### config.mk
export PLATFORM = sky130hd
export DESIGN_NAME = cdr_rx_sequencer
export DESIGN_NICKNAME = d
export VERILOG_FILES = /design/src/rtl/cdr_pkg.sv /design/src/rtl/cdr_byte_asm.sv /design/src/rtl/cdr_rx_sequencer.sv
export SDC_FILE = /design/constraint.sdc
export NUM_CORES = 1
export LEC_CHECK = 0
export CORE_ASPECT_RATIO = 2
export CORE_MARGIN = 5
export CORE_UTILIZATION = 25
export CTS_CLUSTER_SIZE = 40
export DETAILED_ROUTE_END_ITERATION = 10
export HOLD_SLACK_MARGIN = 0.12
export PLACE_DENSITY = 0.43
export SLEW_MARGIN = 5
export SYNTH_ARGS = -nofsm -noshare
export SYNTH_HDL_FRONTEND = slang
export SYNTH_SLANG_ARGS = --single-unit
### constraint.sdc
create_clock -name i_clk -period 6.1 [get_ports i_clk]
set_input_delay 0.61 -clock i_clk [delete_from_list [all_inputs] [get_ports i_clk]]
set_output_delay 0.61 -clock i_clk [all_outputs]
set_load 0.01 [all_outputs]
### src/rtl/cdr_pkg.sv
// Shared types and constants for the Zigbee CDR receive sequencer.
// The optional frame-length feature is enabled with CDR_FRAME_LEN_EN.
package cdr_pkg;

  localparam int unsigned NB_P_W = 6;
  localparam logic [7:0]  SFD    = 8'hA7;

  typedef enum logic [2:0] {
    S_IDLE = 3'd0,
    S_ARM  = 3'd1,
    S_HUNT = 3'd2,
    S_SFD  = 3'd3,
    S_DATA = 3'd4,
    S_LOST = 3'd5
  } seq_state_t;

  // States in which the decision datapath runs and the watchdog is armed
  function automatic logic is_active(input seq_state_t s);
    return (s == S_HUNT) || (s == S_SFD) || (s == S_DATA);
  endfunction

endpackage

### src/rtl/cdr_byte_asm.sv
// LSB-first shift register with a 3-bit bit counter; used for the SFD window and DATA byte packing.
module cdr_byte_asm (
  input  logic       i_clk,
  input  logic       i_rst,
  input  logic       i_clr,
  input  logic       i_shift,
  input  logic       i_bit,
  output logic [7:0] o_byte_c,
  output logic       o_full_c
);

  logic [7:0] sh;
  logic [2:0] cnt;

  // Byte as it will look after the current shift; full when this shift is the 8th
  always_comb begin
    o_byte_c = {i_bit, sh[7:1]};
    o_full_c = i_shift && (cnt == 3'd7);
  end

  always_ff @(posedge i_clk) begin
    if (i_rst || i_clr) begin
      sh  <= '0;
      cnt <= '0;
    end else if (i_shift) begin
      sh  <= o_byte_c;
      cnt <= cnt + 3'd1;
    end
  end

endmodule

### src/rtl/cdr_rx_sequencer.sv
// CDR receive sequencer: arms the decision datapath, hunts preamble, matches SFD, packs data bytes.
// Define CDR_FRAME_LEN_EN to end frames after the PHR-encoded length and pulse o_done.
module cdr_rx_sequencer
  import cdr_pkg::*;
#(
  parameter logic [NB_P_W-1:0] DEF_NB_P      = 6'd16,
  parameter int unsigned       ARM_CYC       = 4,
  parameter int unsigned       PREAMBLE_BITS = 8,
  parameter int unsigned       SFD_TIMEOUT   = 32,
  parameter int unsigned       WDOG_CYC      = 255
) (
  input  logic              i_clk,
  input  logic              i_rst,
  input  logic              i_start,
  input  logic              i_abort,
  input  logic [NB_P_W-1:0] i_nb_P_cfg,
  input  logic              i_bit,
  input  logic              i_bit_vld,
  output logic              o_dec_run,
  output logic [NB_P_W-1:0] o_nb_P,
  output logic [2:0]        o_state,
  output logic              o_sync,
  output logic [7:0]        o_byte,
  output logic              o_byte_vld,
  output logic              o_lost,
  output logic              o_done
);

  localparam int unsigned ARM_W  = 8;
  localparam int unsigned ZRUN_W = 6;
  localparam int unsigned SFD_W  = 8;
  localparam int unsigned WD_W   = 10;

  seq_state_t        state, state_nxt;
  logic [NB_P_W-1:0] nb_p_nxt;
  logic [ARM_W-1:0]  arm_cnt, arm_nxt;
  logic [ZRUN_W-1:0] zrun, zrun_nxt, zrun_sat;
  logic [SFD_W-1:0]  sfd_cnt, sfd_nxt, sfd_inc;
  logic [WD_W-1:0]   wd_cnt, wd_nxt, wd_inc;
  logic              wd_expire;
  logic              asm_shift, asm_clr, asm_full;
  logic [7:0]        asm_byte;
  logic              byte_vld_nxt;
`ifdef CDR_FRAME_LEN_EN
  logic              phr_seen, phr_nxt;
  logic [6:0]        rem_cnt, rem_nxt;
  logic              done_nxt;
`endif

  assign zrun_sat  = (zrun == '1) ? zrun : zrun + ZRUN_W'(1);
  assign sfd_inc   = sfd_cnt + SFD_W'(1);
  assign wd_inc    = wd_cnt + WD_W'(1);
  assign wd_expire = (wd_inc >= WD_W'(WDOG_CYC));
  assign o_state   = state;

  cdr_byte_asm u_asm (
    .i_clk    (i_clk),
    .i_rst    (i_rst),
    .i_clr    (asm_clr),
    .i_shift  (asm_shift),
    .i_bit    (i_bit),
    .o_byte_c (asm_byte),
    .o_full_c (asm_full)
  );

  // Next-state and counter update
  always_comb begin
    state_nxt    = state;
    nb_p_nxt     = o_nb_P;
    arm_nxt      = arm_cnt;
    zrun_nxt     = zrun;
    sfd_nxt      = sfd_cnt;
    wd_nxt       = '0;
    asm_shift    = 1'b0;
    asm_clr      = 1'b0;
    byte_vld_nxt = 1'b0;
`ifdef CDR_FRAME_LEN_EN
    phr_nxt      = phr_seen;
    rem_nxt      = rem_cnt;
    done_nxt     = 1'b0;
`endif

    case (state)
      S_IDLE: begin
        if (i_start) begin
          nb_p_nxt  = (i_nb_P_cfg < NB_P_W'(2)) ? DEF_NB_P : i_nb_P_cfg;
          arm_nxt   = '0;
          zrun_nxt  = '0;
          state_nxt = S_ARM;
        end
      end
      S_ARM: begin
        arm_nxt = arm_cnt + ARM_W'(1);
        if (arm_cnt == ARM_W'(ARM_CYC - 1)) state_nxt = S_HUNT;
      end
      S_HUNT: begin
        if (i_bit_vld) begin
          if (!i_bit) begin
            zrun_nxt = zrun_sat;
            if (zrun_sat >= ZRUN_W'(PREAMBLE_BITS)) begin
              sfd_nxt   = '0;
              state_nxt = S_SFD;
            end
          end else begin
            zrun_nxt = '0;
          end
        end else if (wd_expire) begin
          state_nxt = S_LOST;
        end
      end
      S_SFD: begin
        if (i_bit_vld) begin
          asm_shift = 1'b1;
          sfd_nxt   = sfd_inc;
          if (asm_byte == SFD) begin
            state_nxt = S_DATA;
`ifdef CDR_FRAME_LEN_EN
            phr_nxt   = 1'b0;
            rem_nxt   = '0;
`endif
          end else if (sfd_inc == SFD_W'(SFD_TIMEOUT)) begin
            zrun_nxt  = '0;
            state_nxt = S_HUNT;
          end
        end else if (wd_expire) begin
          state_nxt = S_LOST;
        end
      end
      S_DATA: begin
        if (i_bit_vld) begin
          asm_shift = 1'b1;
          if (asm_full) begin
            byte_vld_nxt = 1'b1;
`ifdef CDR_FRAME_LEN_EN
            // First byte is the PHR; its low 7 bits give the remaining byte count
            if (!phr_seen) begin
              phr_nxt = 1'b1;
              rem_nxt = asm_byte[6:0];
              if (asm_byte[6:0] == 7'd0) begin
                done_nxt  = 1'b1;
                state_nxt = S_IDLE;
              end
            end else begin
              rem_nxt = rem_cnt - 7'd1;
              if (rem_cnt == 7'd1) begin
                done_nxt  = 1'b1;
                state_nxt = S_IDLE;
              end
            end
`endif
          end
        end else if (wd_expire) begin
          state_nxt = S_LOST;
        end
      end
      S_LOST:  state_nxt = S_IDLE;
      default: state_nxt = S_IDLE;
    endcase

    // Abort overrides strobes, byte completion and watchdog expiry
    if (i_abort && (state != S_IDLE)) begin
      state_nxt    = S_IDLE;
      byte_vld_nxt = 1'b0;
      asm_shift    = 1'b0;
`ifdef CDR_FRAME_LEN_EN
      done_nxt     = 1'b0;
`endif
    end

    if (is_active(state) && (state_nxt == state) && !i_bit_vld) wd_nxt = wd_inc;
    asm_clr = (state_nxt != state);
  end

  always_ff @(posedge i_clk) begin
    if (i_rst) begin
      state      <= S_IDLE;
      o_nb_P     <= DEF_NB_P;
      arm_cnt    <= '0;
      zrun       <= '0;
      sfd_cnt    <= '0;
      wd_cnt     <= '0;
      o_dec_run  <= 1'b0;
      o_sync     <= 1'b0;
      o_lost     <= 1'b0;
      o_byte     <= '0;
      o_byte_vld <= 1'b0;
    end else begin
      state      <= state_nxt;
      o_nb_P     <= nb_p_nxt;
      arm_cnt    <= arm_nxt;
      zrun       <= zrun_nxt;
      sfd_cnt    <= sfd_nxt;
      wd_cnt     <= wd_nxt;
      o_dec_run  <= is_active(state_nxt);
      o_sync     <= (state_nxt == S_DATA);
      o_lost     <= (state_nxt == S_LOST);
      o_byte_vld <= byte_vld_nxt;
      if (byte_vld_nxt) o_byte <= asm_byte;
    end
  end

`ifdef CDR_FRAME_LEN_EN
  always_ff @(posedge i_clk) begin
    if (i_rst) begin
      phr_seen <= 1'b0;
      rem_cnt  <= '0;
      o_done   <= 1'b0;
    end else begin
      phr_seen <= phr_nxt;
      rem_cnt  <= rem_nxt;
      o_done   <= done_nxt;
    end
  end
`else
  assign o_done = 1'b0;
`endif

endmodule
==> out/metrics.cfg <==
[grt]
grt_pass1_wl_microns = 13900
antenna_found_initial = 0
groute.usage.overall = 0.119
grt_pass1_vias = 2900
overflow = 0
grt_max_degree = 40

[detailed_routing]
drcViolationCount = 0
drt_pass1_iterations = 4
wire_per_inst_microns = 14.9
drtIter0Drc = 120
vias = 2790
drtAntennaViolNets = 0
avgViaCountPerCell = 5.01
routed_wl_microns = 8280

[clock_network]
cts-root-buf = clkbuf_16
post_cts_resized = 0
cts.path.max_buffers = 2
ctsHoldBuffers = 0
clkTransAtPathRegs_ns = 0.05
clkLatencyLatePin_ns = 0.33
cts_buffers = 9
htree_levels = 3
postCtsSetupRepairBufs = 0
clock_sink_count = 63
cts_tree = done

[die]
die_h_microns = 169
ios = 34
initial_utilization = 0.253
coreArea_sq_um = 12500
rows = 58
die_w_microns = 89.5
die-area_sq_um = 15100

[finish]
final_common_cell = dfxtp_1
area_delta_synth_final_pct = 22.9
multi_input_area_sq_um = 1790
fin_nets = 422
finalNonFillerCells = 557
seqCellArea_sq_um = 1260
drive_above_1_share = 0.0786
fill_cells = 1345
layout_common_cells = dfxtp_1, nor2_1, nand2_1, clkdlybuf4s50_1, nor3_1
diodes = 0

[placed_design]
gp_congestion = 0.802
dp_hpwl_microns = 6160
placedCellCount = 541
portBuffers = 32

[logic_synthesis]
synth_area_leaders = dfxtp_1, mux2i_1, nor2_1
ys.flop_type = dfxtp_1
ys_seq_area_frac = 0.399
synth_cell_types = 55
yosysTopAreaCell = dfxtp_1
synth_top_area_frac = 0.399
avgSynthCellArea_sq_um = 8.48
synth_edf_count = 0
synth_area_sq_um = 3160
ys_ff_latch = 63
ys_warn_count = 0
synthArstFlopShare = 0
synth_cells = 373

[timing]
hold_violations = 0
min_period_over_period = 0.408
max_freq_mhz = 402
holdWs_ns = 0.455
drv_slew = 0
fin_tns_setup_ns = 0
finalSetupViolations = 0
relSlewSlack = 0.353
fin_crit_ns = 2.49
tightest_slew_ns = 0.965
rsz0062_at_grt = false
finalClockSkew_ns = 0.00267

[critical_path]
end_kind = register
arrival_ns = 2.67
worstPathRequired_ns = 6.28
cp.depth = 6
r2r_slack_ns = 3.61
startpoint_type = register
endpoint = u_asm.sh[5]
cp_slowest_cell = nor2_1
reg2reg_depth = 6
slowest_delay_ns = 0.57
path_buf_inv = 0
criticalPathCategory = reg -> reg
rr_endpoint = u_asm.sh[5]
reg2reg_from = sfd_cnt[0]
critical_path.startpoint = sfd_cnt[0]
cp_max_fo = 10
cp_cell_sequence = ha_1, or4bb_1, o22ai_1, a21oi_1, nor2_1, nor3_1
path_delay_family = simple AND/OR/NAND/NOR gates

[run]
max-cap-violations = 0

[power]
vdd_drop_max_mv = 0.147
leakage_nw = 1.28
power_density_nw_per_um2 = 253

[worst_hold_path]
hp-class = reg -> reg

[run_status]
outcome = finished clean

worst min-delay path, stage by stage, from the launching register on:
cell	delay, ns
dfxtp_1	0.30
nand2_1	0.05
a21oi_1	0.05
cells by family (layout without fill, tap and decap cells):
group,count (synthesis),in the layout,synth area share
AOI/OAI and AO/OA,85,85,0.175
xor gates and xnor gates,10,10,0.0277
adders and majority gates,9,9,0.0348
buffers and inverters,24,56,0.0388
DFF,63,63,0.399
muxes,22,22,0.0712
other,1,3,0.00119
and+or+nand+nor,159,159,0.252
worst min-delay path by stage:
stage	from	to	cells after the start
floorplan	zrun[1]	zrun[1]	2
global placement	o_nb_P[0]	o_nb_P[0]	2
detailed placement	o_nb_P[5]	o_nb_P[5]	2
CTS	o_nb_P[5]	o_nb_P[5]	2
global route	o_nb_P[2]	o_nb_P[2]	2
finish	o_nb_P[5]	o_nb_P[5]	2
where the power goes:
group / internal [W] / leakage, nW / total, W / switching, W
clock network: 0.000325 / 0.146 / 0.000503 / 0.000178
registers: 0.000417 / 0.509 / 0.000422 / 0.00000532
logic: 0.0000221 / 0.627 / 0.0000583 / 0.0000362
total: 0.000764 / 1.28 / 0.000983 / 0.000219
synthesized netlist by cell type, types with 2 or more instances:
| master | n |
|---|---|
| dfxtp_1 | 63 |
| nor2_1 | 43 |
| nand2_1 | 32 |
| nor3_1 | 30 |
| a21oi_1 | 27 |
| o21ai_0 | 21 |
| mux2i_1 | 18 |
| nand3_1 | 16 |
| clkbuf_1 | 8 |
| ha_1 | 8 |
| a211oi_1 | 7 |
| inv_1 | 7 |
| xor2_1 | 6 |
| and3_1 | 5 |
| o31a_1 | 5 |
| or3_1 | 5 |
| buf_2 | 4 |
| mux2_2 | 4 |
| nand2b_1 | 4 |
| nand3b_1 | 4 |
| o22ai_1 | 4 |
| xnor2_1 | 4 |
| a21o_1 | 3 |
| a31oi_1 | 3 |
| buf_6 | 3 |
| nor2b_1 | 3 |
| a21bo_2 | 2 |
| nor3b_1 | 2 |
| nor4_1 | 2 |
| nor4b_1 | 2 |
| o211ai_1 | 2 |
| or3b_2 | 2 |
| or4_1 | 2 |
flip-flops by register name, indices dropped and copies added (netlist names), 3 cells and up:
register	flops
wd_cnt	10
arm_cnt	8
o_byte	8
sfd_cnt	8
u_asm.sh	7
o_nb_P	6
zrun	6
o_state	3
u_asm.cnt	3
per-stage QoR:
stage	utilization	total power [W]	area, sq um	worst slack (ns)
6_report	0.311	0.000983	3880	3.61
5_1_grt	0.311	0.00103	3880	3.42
4_1_cts	0.311	0.00100	3880	3.61
3_5_place_dp	0.288	0.000490	3590	3.38
3_3_place_gp	0.288	0.000489	3590	3.43
2_1_floorplan	-	0.000464	3170	4.10
per-layer routing:
layer	up-vias	share of wire	GRT usage
li1	1390	-	-
met1	1339	0.39	0.121
met2	49	0.56	0.222
met3	12	0.026	0.0253
met4	0	0.023	0.0518
met5	-	0	0
layout make-up:
cell class                      count  share of cell area
Timing Repair Buffer               33              0.0844
Clock buffer                       12              0.0634
Tap cell                          150              0.0483
Multi-Input combinational cell    288               0.461
Sequential cell                    63               0.325
Clock inverter                      4              0.0116
Inverter                            7             0.00676
(Power assumes the default switching activity.)
